--- src/rtl/display_pkg.sv ---
// Shared types and constants for the display adapter host write path.
package display_pkg;

    localparam int ADDR_W_DFLT = 20;
    localparam int PD_W_DFLT   = 10;
    localparam int DATA_W_DFLT = 32;
    localparam int PIX_W_DFLT  = 24;

    localparam int R_MSB = 23;
    localparam int R_LSB = 16;
    localparam int G_MSB = 15;
    localparam int G_LSB = 8;
    localparam int B_MSB = 7;
    localparam int B_LSB = 0;

    typedef enum logic [1:0] {
        FILL0 = 2'd0,
        FILL1 = 2'd1,
        WAIT0 = 2'd2,
        WAIT1 = 2'd3
    } wr_state_t;

    // Buffer a state is working towards: 0 = Buf0, 1 = Buf1.
    function automatic logic state_target(input wr_state_t s);
        return (s == FILL1) || (s == WAIT1);
    endfunction

    function automatic logic state_fills(input wr_state_t s);
        return (s == FILL0) || (s == FILL1);
    endfunction

endpackage

--- src/rtl/display_buf_writer_wr_addr_counter.sv ---
// Sequential write address and latched frame size for the buffer being filled.
// While the address sits at 0 (or a restart is requested) the size tracks its input live.
module wr_addr_counter
    import display_pkg::*;
#(
    parameter int ADDR_W = ADDR_W_DFLT
) (
    input  logic              clk,
    input  logic              reset,
    input  logic              inc,
    input  logic              clr,
    input  logic              load_size,
    input  logic [ADDR_W-1:0] size_in,
    output logic [ADDR_W-1:0] addr,
    output logic              last,
    output logic              zero_size
);

    logic [ADDR_W-1:0] addr_q;
    logic [ADDR_W-1:0] addr_d;
    logic [ADDR_W-1:0] n_q;
    logic [ADDR_W-1:0] n_d;
    logic              start_s;

    // Effective address/size for this cycle; a restart behaves as address 0 with a fresh size.
    always_comb begin
        start_s   = load_size || (addr_q == {ADDR_W{1'b0}});
        addr      = start_s ? {ADDR_W{1'b0}} : addr_q;
        n_d       = start_s ? size_in : n_q;
        zero_size = (n_d == {ADDR_W{1'b0}});
        last      = !zero_size && (addr == (n_d - {{(ADDR_W-1){1'b0}}, 1'b1}));
        if (clr) begin
            addr_d = {ADDR_W{1'b0}};
        end else if (inc) begin
            addr_d = addr + {{(ADDR_W-1){1'b0}}, 1'b1};
        end else begin
            addr_d = addr;
        end
    end

    // Address and size registers.
    always_ff @(posedge clk) begin
        if (!reset) begin
            addr_q <= {ADDR_W{1'b0}};
            n_q    <= {ADDR_W{1'b0}};
        end else begin
            addr_q <= addr_d;
            n_q    <= n_d;
        end
    end

endmodule

--- src/rtl/display_buf_writer.sv ---
// Host-side ping-pong writer: accepts pixel words and fills Buf0/Buf1 frame by frame,
// tracking full flags that the display read side releases with RdDone pulses.
module display_buf_writer
    import display_pkg::*;
#(
    parameter int ADDR_W = ADDR_W_DFLT,
    parameter int DATA_W = DATA_W_DFLT,
    parameter int PIX_W  = PIX_W_DFLT,
    parameter int PD_W   = PD_W_DFLT
) (
    input  logic              clk,
    input  logic              reset,
    input  logic [DATA_W-1:0] WData,
    input  logic              CSDisplay,
    input  logic              WValid,
    input  logic              WSof,
    output logic              WReady,
    input  logic [PD_W-1:0]   AIPOut_PD,
    input  logic [PD_W-1:0]   AILOut_PD,
    input  logic              RdDone0,
    input  logic              RdDone1,
    output logic              WE0,
    output logic              WE1,
    output logic [ADDR_W-1:0] WAddr,
    output logic [PIX_W-1:0]  WPixel,
    output logic              Buf0Full,
    output logic              Buf1Full,
    output logic              FillBuf,
    output logic              SizeErr
);

    wr_state_t         state_q, state_d;
    logic              full0_q, full0_d;
    logic              full1_q, full1_d;
    logic              wready_q, wready_d;
    logic              we0_q, we0_d;
    logic              we1_q, we1_d;
    logic [ADDR_W-1:0] waddr_q, waddr_d;
    logic [PIX_W-1:0]  wpixel_q, wpixel_d;
    logic              fill_buf_q, fill_buf_d;
    logic              size_err_q, size_err_d;

    logic              accept_s;
    logic              restart_s;
    logic              write_s;
    logic              tgt_s;
    logic              frame_done_s;
    logic [ADDR_W-1:0] size_s;
    logic [ADDR_W-1:0] addr_s;
    logic              last_s;
    logic              zero_s;
    logic              wdata_unused_s;

    assign wdata_unused_s = ^WData[DATA_W-1:R_MSB+1];

    wr_addr_counter #(
        .ADDR_W (ADDR_W)
    ) u_addr (
        .clk       (clk),
        .reset     (reset),
        .inc       (write_s && !last_s),
        .clr       (frame_done_s),
        .load_size (restart_s),
        .size_in   (size_s),
        .addr      (addr_s),
        .last      (last_s),
        .zero_size (zero_s)
    );

    // Handshake, full-flag update, next state and next registered outputs.
    always_comb begin
        size_s       = ADDR_W'(AIPOut_PD) * ADDR_W'(AILOut_PD);
        accept_s     = CSDisplay && WValid && wready_q;
        restart_s    = accept_s && WSof;
        write_s      = accept_s && !zero_s;
        frame_done_s = write_s && last_s;
        tgt_s        = state_target(state_q);

        // Writing a buffer implies it is empty, so release and completion never collide.
        full0_d = (full0_q && !RdDone0) || (frame_done_s && !tgt_s);
        full1_d = (full1_q && !RdDone1) || (frame_done_s && tgt_s);

        state_d = state_q;
        case (state_q)
            FILL0: begin
                if (frame_done_s) begin
                    state_d = (full1_q && !RdDone1) ? WAIT1 : FILL1;
                end else begin
                    state_d = FILL0;
                end
            end
            FILL1: begin
                if (frame_done_s) begin
                    state_d = (full0_q && !RdDone0) ? WAIT0 : FILL0;
                end else begin
                    state_d = FILL1;
                end
            end
            WAIT0: begin
                state_d = full0_q ? WAIT0 : FILL0;
            end
            WAIT1: begin
                state_d = full1_q ? WAIT1 : FILL1;
            end
            default: begin
                state_d = FILL0;
            end
        endcase

        we0_d      = write_s && !tgt_s;
        we1_d      = write_s && tgt_s;
        waddr_d    = write_s ? addr_s : waddr_q;
        wpixel_d   = write_s ? {WData[R_MSB:R_LSB], WData[G_MSB:G_LSB], WData[B_MSB:B_LSB]}
                             : wpixel_q;
        fill_buf_d = state_target(state_d);
        wready_d   = state_fills(state_d) && !(fill_buf_d ? full1_d : full0_d);
        size_err_d = zero_s;
    end

    // State and output registers.
    always_ff @(posedge clk) begin
        if (!reset) begin
            state_q    <= FILL0;
            full0_q    <= 1'b0;
            full1_q    <= 1'b0;
            wready_q   <= 1'b1;
            we0_q      <= 1'b0;
            we1_q      <= 1'b0;
            waddr_q    <= {ADDR_W{1'b0}};
            wpixel_q   <= {PIX_W{1'b0}};
            fill_buf_q <= 1'b0;
            size_err_q <= 1'b0;
        end else begin
            state_q    <= state_d;
            full0_q    <= full0_d;
            full1_q    <= full1_d;
            wready_q   <= wready_d;
            we0_q      <= we0_d;
            we1_q      <= we1_d;
            waddr_q    <= waddr_d;
            wpixel_q   <= wpixel_d;
            fill_buf_q <= fill_buf_d;
            size_err_q <= size_err_d;
        end
    end

    assign WReady   = wready_q;
    assign WE0      = we0_q;
    assign WE1      = we1_q;
    assign WAddr    = waddr_q;
    assign WPixel   = wpixel_q;
    assign Buf0Full = full0_q;
    assign Buf1Full = full1_q;
    assign FillBuf  = fill_buf_q;
    assign SizeErr  = size_err_q;

endmodule

--- config.mk ---
export PLATFORM = sky130hd
export DESIGN_NAME = display_buf_writer
export DESIGN_NICKNAME = d
export VERILOG_FILES = /design/src/rtl/display_pkg.sv /design/src/rtl/display_buf_writer_wr_addr_counter.sv /design/src/rtl/display_buf_writer.sv
export SDC_FILE = /design/constraint.sdc
export NUM_CORES = 1
export LEC_CHECK = 0
export CAP_MARGIN = 10
export CORE_MARGIN = 2
export CORE_UTILIZATION = 38
export DETAILED_ROUTE_END_ITERATION = 7
export HOLD_SLACK_MARGIN = 0.12
export PLACE_DENSITY_LB_ADDON = 0.25
export SLEW_MARGIN = 25
export SYNTH_ARGS = -nofsm -noshare
export SYNTH_HDL_FRONTEND = slang
export SYNTH_HIERARCHICAL = 1
export SYNTH_SLANG_ARGS = --single-unit
--- constraint.sdc ---
create_clock -name clk -period 12.45 [get_ports clk]
set_clock_uncertainty 0.15 [all_clocks]
set_input_delay 2.49 -clock clk [delete_from_list [all_inputs] [get_ports clk]]
set_output_delay 2.49 -clock clk [all_outputs]
set_load 0.01 [all_outputs]
# After elaboration in Yosys (flattened, before gate mapping)

Index checks and enable logic that the tools add are counted.

Logic and storage cells: 64
Register bits: 93
Output and inout port bits: 51
Input bits: 59

Muxes and demuxes: 11
$mul: 1
Add/sub/neg operators: 2
Bitwise operators: 1
Eq/ne operators: 6
Reductions and logical operators: 31

Operator list:

| cell                    | count |
|---|---|
| $mux W20                | 3 |
| $logic_not A20 Y1       | 2 |
| $add A20 B1 Y20 const B | 1 |
| $eq A20 B20 Y1          | 1 |
| $mul A10 B10 Y20        | 1 |
| $sub A20 B1 Y20 const B | 1 |
| $logic_and A1 B1 Y1     | 14 |
| $mux W2                 | 6 |
| $pmux W2 S4             | 1 |
| $eq A2 B2 Y1 const B    | 3 |
| $logic_not A1 Y1        | 6 |
| $logic_or A1 B1 Y1      | 6 |
| $eq A2 B1 Y1 const B    | 2 |
| $logic_not A2 Y1        | 2 |
| $reduce_or A2 Y1        | 1 |
| $mux W1                 | 1 |
| $not A1 Y1              | 1 |

# Depth between registers and ports, before layout

Depth in word-level cells: 16
Gate-level depth with buffers: 35
Depth with buffers taken out: 33

# Modules after synthesis

Netlist, hierarchy kept.

By module, submodules not included:

| module             | instances | cells an instance | area an instance (um2) |
|---|---|---|---|
| display_buf_writer | 1         | 629               | 5412.7 |
| wr_addr_counter    | 1         | 386               | 2980.4 |

# Least setup slack after synthesis

No wires, ideal clock.

Kind: input-to-reg
From: input AILOut_PD[3]
To: register u_addr.addr_q[17]
Data arrival time: 9.550 ns
Stages: 32
Setup slack: 2.672 ns
Required time: 12.222 ns
Path through: clkbuf_1 nand2_1 fa_1 inv_1 fa_1 ha_1 fa_1 inv_1 fa_1 inv_1 ha_1 a21o_1 a221oi_4 o21bai_1 a21oi_1 xnor2_1 or3_1 nand4b_1 nor3_1 mux2_1 nor2_1 o21a_1 o22ai_1 a2111oi_2 nor2_1 and3_1 nor4bb_1 nand3_1 nor2_1 nand3_1 xor2_1 nor3_1

Cells in the longest elaborated chain, start to end: 8
Elaborated cells between the ends (all ways): 13

Ends and longest elaborated chain:

| element                                                     | line                                                                               | text |
|---|---|---|
| from (decl)                                                 | display_buf_writer.sv:19                                                           | `input logic [PD_W-1:0] AILOut_PD,` |
| $mul A10 B10 Y20 *                                          | display_buf_writer.sv:72                                                           | `size_s = ADDR_W'(AIPOut_PD) * ADDR_W'(AILOut_PD);` |
| named net size_s[10]                                        | display_buf_writer.sv:48                                                           | `logic [ADDR_W-1:0] size_s;` |
| $mux W20 *                                                  | display_buf_writer_wr_addr_counter.sv:29                                           | `n_d = start_s ? size_in : n_q;` |
| $sub A20 B1 Y20 / $logic_not A20 Y1 (equally long branches) | display_buf_writer_wr_addr_counter.sv:31, display_buf_writer_wr_addr_counter.sv:30 |  |
| $eq A20 B20 Y1 / $logic_not A1 Y1 (equally long branches)   | display_buf_writer_wr_addr_counter.sv:31                                           | `last = !zero_size && (addr == (n_d - {{(ADDR_W-1){1'b0}}, 1'b1}));` |
| $logic_and A1 B1 Y1 *                                       | display_buf_writer_wr_addr_counter.sv:31                                           |  |
| named net last_s                                            | display_buf_writer.sv:50                                                           | `logic last_s;` |
| $logic_not A1 Y1                                            | display_buf_writer.sv:61                                                           | `.inc (write_s && !last_s),` |
| $logic_and A1 B1 Y1                                         | display_buf_writer.sv:61                                                           |  |
| $mux W20                                                    | display_buf_writer_wr_addr_counter.sv:34                                           | `end else if (inc) begin` |
| to (signal assigned)                                        | display_buf_writer_wr_addr_counter.sv:44                                           | `addr_q <= {ADDR_W{1'b0}};` |
| to (signal assigned)                                        | display_buf_writer_wr_addr_counter.sv:47                                           | `addr_q <= addr_d;` |
| to (decl)                                                   | display_buf_writer_wr_addr_counter.sv:19                                           | `logic [ADDR_W-1:0] addr_q;` |

The timed path passes the listed nets; every way through them passes the cells marked *.
A chain may end at the register's enable or synchronous reset.

# Final worst setup path

From: input AIPOut_PD[5]
To: register u_addr.addr_q[17]

Cells in the longest elaborated chain, start to end: 8
Elaborated cells between the ends (all ways): 13

Ends and longest elaborated chain:

| element                                                     | line                                                                               | text |
|---|---|---|
| from (decl)                                                 | display_buf_writer.sv:18                                                           | `input logic [PD_W-1:0] AIPOut_PD,` |
| $mul A10 B10 Y20 *                                          | display_buf_writer.sv:72                                                           |  |
| named net size_s[13]                                        | display_buf_writer.sv:48                                                           |  |
| $mux W20 *                                                  | display_buf_writer_wr_addr_counter.sv:29                                           |  |
| $sub A20 B1 Y20 / $logic_not A20 Y1 (equally long branches) | display_buf_writer_wr_addr_counter.sv:31, display_buf_writer_wr_addr_counter.sv:30 |  |
| $eq A20 B20 Y1 / $logic_not A1 Y1 (equally long branches)   | display_buf_writer_wr_addr_counter.sv:31                                           |  |
| $logic_and A1 B1 Y1 *                                       | display_buf_writer_wr_addr_counter.sv:31                                           |  |
| named net last_s                                            | display_buf_writer.sv:50                                                           |  |
| $logic_not A1 Y1                                            | display_buf_writer.sv:61                                                           |  |
| $logic_and A1 B1 Y1                                         | display_buf_writer.sv:61                                                           |  |
| $mux W20                                                    | display_buf_writer_wr_addr_counter.sv:34                                           |  |

Marks and branches as above.

==> qor.csv <==
stage,metric,value,unit
drt,drt total wl,19400,um
logic_synthesis,"top cells by area, synth","dfxtp_1, fa_1, ha_1",
logic_synthesis,yosys warns,6,
logic_synthesis,Avg Inst Size Synth,8.27,um^2
logic_synthesis,area share of the largest cell type after synthesis,21.9,%
cells_and_area,"Core Util, Final",45.2,%
min_path,Hold Startpoint,WPixel[1],
setup_path,CP required,12.56,ns
sta,Final Hold Viols,0,
setup_path,"slowest stage delay, CP",0.71,ns
drt,wire per inst,14.2,um
clock_network,TritonCTS Sinks,92,
sta,post-route clock period utilization,88.0,%
setup_path,R2R depth,21,
setup_path,Worst Setup End Kind,flop,
sta,final count of negative-setup-slack endpoints,0,
pwr,PD cells,182,mW/mm^2
drt,top routing layer used,met4,
cells_and_area,Diodes inserted,0,
min_path,Worst Hold Path EP,WPixel[1],
cells_and_area,"Cell Count, Final, Fillers Out",1367,
cells_and_area,Final #Nets,1260,
setup_path,family with the most delay on the worst path,adder cells,
setup_path,r2r endpoint,u_addr/addr_q[17],
min_path,WHS Path Cells,2,
logic_synthesis,ys async rst share,0,%
sta,RSZ-0062 raised after global routing,false,
pwr,Peak VDD IR,0.106,mV
die,IO Pins,110,
clock_network,deepest clock path buffer count,2,
sta,fin. max-slew vios,0,
setup_path,startpoint types,input pin,
job,Max Cap Violations,0,
clock_network,CTS tree,built,
logic_synthesis,mux share of post-synthesis cell area,1.58,%
placement,HPWL after DPL,14500,um
logic_synthesis,Mapped Cells,1015,
logic_synthesis,Post-Synth Adder-Cell Area,23.3,%
grt,grt total ovfl,0,
sta,upper clock frequency limit,0.0913,GHz
die,width of the die,153,um
cells_and_area,area of the multi-input gates,0.00600,mm^2
drt,drt first-iter violations,378,
setup_path,R2R Setup Slk,7.03,ns
grt,vias in the first global route,6858,
logic_synthesis,synthesized cell area,0.00839,mm^2
die,die footprint,0.0233,mm^2
grt,pin count of the biggest net entering global routing,75,
placement,Final Wtd Congestion,0.813,
sta,Final TNS setup,0,ns
cells_and_area,most frequent cells in the layout,"nand2_1, clkdlybuf4s50_1, dfxtp_1, inv_1, and2_1",
drt,M1 WL,9560,um
setup_path,"Slowest-stage cell, CP",clkdlybuf4s50_1,
drt,Met2 Routed Length,8800,um
placement,Buffers on Ports,101,
logic_synthesis,Post-Synth XOR/XNOR Area,6.78,%
setup_path,Buf/Inv on CP,6,
placement,# placed instances,1351,
logic_synthesis,Synth Register Bits,92,
clock_network,postcts setup bufs,0,
setup_path,critical path class,in -> reg,
clock_network,H-tree depth,3,
clock_network,"Reg clk slew, reported paths",0.07,ns
cells_and_area,area grow syn2layout,17.2,%
logic_synthesis,syn nets,1193,
sta,Rel. slew slack,44.5,%
drt,Routed Antenna Nets,0,
logic_synthesis,count of different cell masters after synthesis,72,
run_status,status,finished clean,
logic_synthesis,"EDFF count, synth",0,
grt,GR Util All Layers,17.3,%
cells_and_area,Filler Cell Count,2163,
drt,# DRC,0,
logic_synthesis,largest family of logic cells by synthesized area,simple AND/OR/NAND/NOR gates,
clock_network,post_cts resized,0,
die,row count,54,
logic_synthesis,Simple-Gate Fraction of Synth Area,26.5,%
die,Starting Density,38.6,%
min_path,Hold Crit Class,reg -> reg,
logic_synthesis,ys flop type,dfxtp_1,
cells_and_area,"commonest non-fill, non-tap cell in the layout",nand2_1,
clock_network,latest clock arrival within the worst-skew pair,0.35,ns
drt,Pre-antenna DRT Iters,6,
clock_network,CTS buffer count,9,
setup_path,Worst Path Max Fanout,10,
setup_path,crit path DAT,11.06,ns
drt,Via density,5.04,
logic_synthesis,leading area contributor after synthesis,dfxtp_1,
grt,initial antenna violation count,0,
die,core area,0.0218,mm^2
grt,first-pass GRT wire length,34200,um
clock_network,CTS Root Cell,clkbuf_16,
die,Die Height,153,um
setup_path,Worst R2R Start,u_addr/addr_q[5],
cells_and_area,register area,0.00184,mm^2
logic_synthesis,Synth Area in Compound Gates,13.3,%
drt,DR WL met3,863,um
drt,total number of vias,6887,
clock_network,CTS Hold Bufs,0,
cells_and_area,proportion of layout cells with a drive suffix above 1,4.69,%
sta,min cycle time layout,10.95,ns
pwr,Leak Pwr,4.09,nW
logic_synthesis,sequential element share of the synthesized area,21.9,%
sta,worst slew pin tran,0.832,ns
## routing by layer
metal | track usage, % | up-vias
met5 | 0 | -
met4 | 2.47 | 0
met3 | 4.12 | 12
met2 | 27.5 | 108
met1 | 24.5 | 3294
li1 | - | 3473
## registers in the layout, summed over array words and instances (netlist names), 2 cells and up
signal and count:
state_q 2, WAddr 20, u_addr/addr_q 20, WPixel 24
u_addr/n_q 20
## through the flow
| stage | power [W] | setup slack [ns] | hold slack [ns] | cell area [um^2] |
|---|---|---|---|---|
| after floorplan | 0.00129 | 2.67 | 0.291 | 8390 |
| after global placement | 0.00152 | 1.20 | 0.301 | 9550 |
| after detailed placement | 0.00152 | 1.15 | 0.308 | 9550 |
| after CTS | 0.00180 | 1.49 | 0.317 | 9830 |
| after global routing | 0.00197 | 0.843 | 0.335 | 9830 |
| final | 0.00179 | 1.50 | 0.313 | 9830 |
## worst min-delay path: stages (launching register included)
cell      delay (ns)
dfxtp_1         0.31
nand2_1         0.04
a21boi_0        0.06
## synth_stat cells, types with 7 or more instances
| master | count |
|---|---|
| clkbuf_1 | 37 |
| xor2_1 | 31 |
| nand2_1 | 188 |
| nor2_1 | 54 |
| nor3_1 | 21 |
| mux2i_1 | 11 |
| fa_1 | 62 |
| nand3_1 | 18 |
| dfxtp_1 | 92 |
| or3_1 | 9 |
| nor2b_1 | 27 |
| a21boi_0 | 61 |
| xnor2_1 | 34 |
| inv_1 | 81 |
| and2_1 | 70 |
| o21ai_0 | 14 |
| a21oi_1 | 27 |
| nand4_1 | 7 |
| ha_1 | 57 |
| nor4_1 | 12 |
## logic make-up after synthesis
family | Yosys count
AND/OR/NAND/NOR | 447
AO/OA/AOI/OAI | 147
buffers and inverters | 132
adder cells (fa/ha/maj) | 119
flip-flops | 92
XOR/XNOR | 65
multiplexers | 13
## worst max path at each step
stage,endpoint,cells past startpoint,startpoint
final,u_addr/addr_q[17],32,AIPOut_PD[5]
after global routing,u_addr/addr_q[17],32,AIPOut_PD[5]
after CTS,u_addr/addr_q[17],32,AIPOut_PD[6]
after detailed placement,u_addr/addr_q[17],32,AIPOut_PD[6]
after global placement,u_addr/addr_q[19],32,AIPOut_PD[6]
after floorplan,u_addr/addr_q[17],32,AILOut_PD[3]
## area by class of cell
class	count	share of cell area, %
multi-input combinational	791	61.0
tap	280	3.56
sequential	92	18.7
inverter	81	3.09
timing repair buffer	107	10.7
clock buffer	10	2.43
clock inverter	6	0.483
## where the power goes
group / switching (W) / leakage (nW) / internal, W / total [W]
logic: 0.000689 / 3.21 / 0.000482 / 0.00117
registers: 0.0000298 / 0.749 / 0.000322 / 0.000351
clock network: 0.000122 / 0.128 / 0.000142 / 0.000264
total: 0.000841 / 4.09 / 0.000945 / 0.00179
Power figures use the tool's default switching activity.
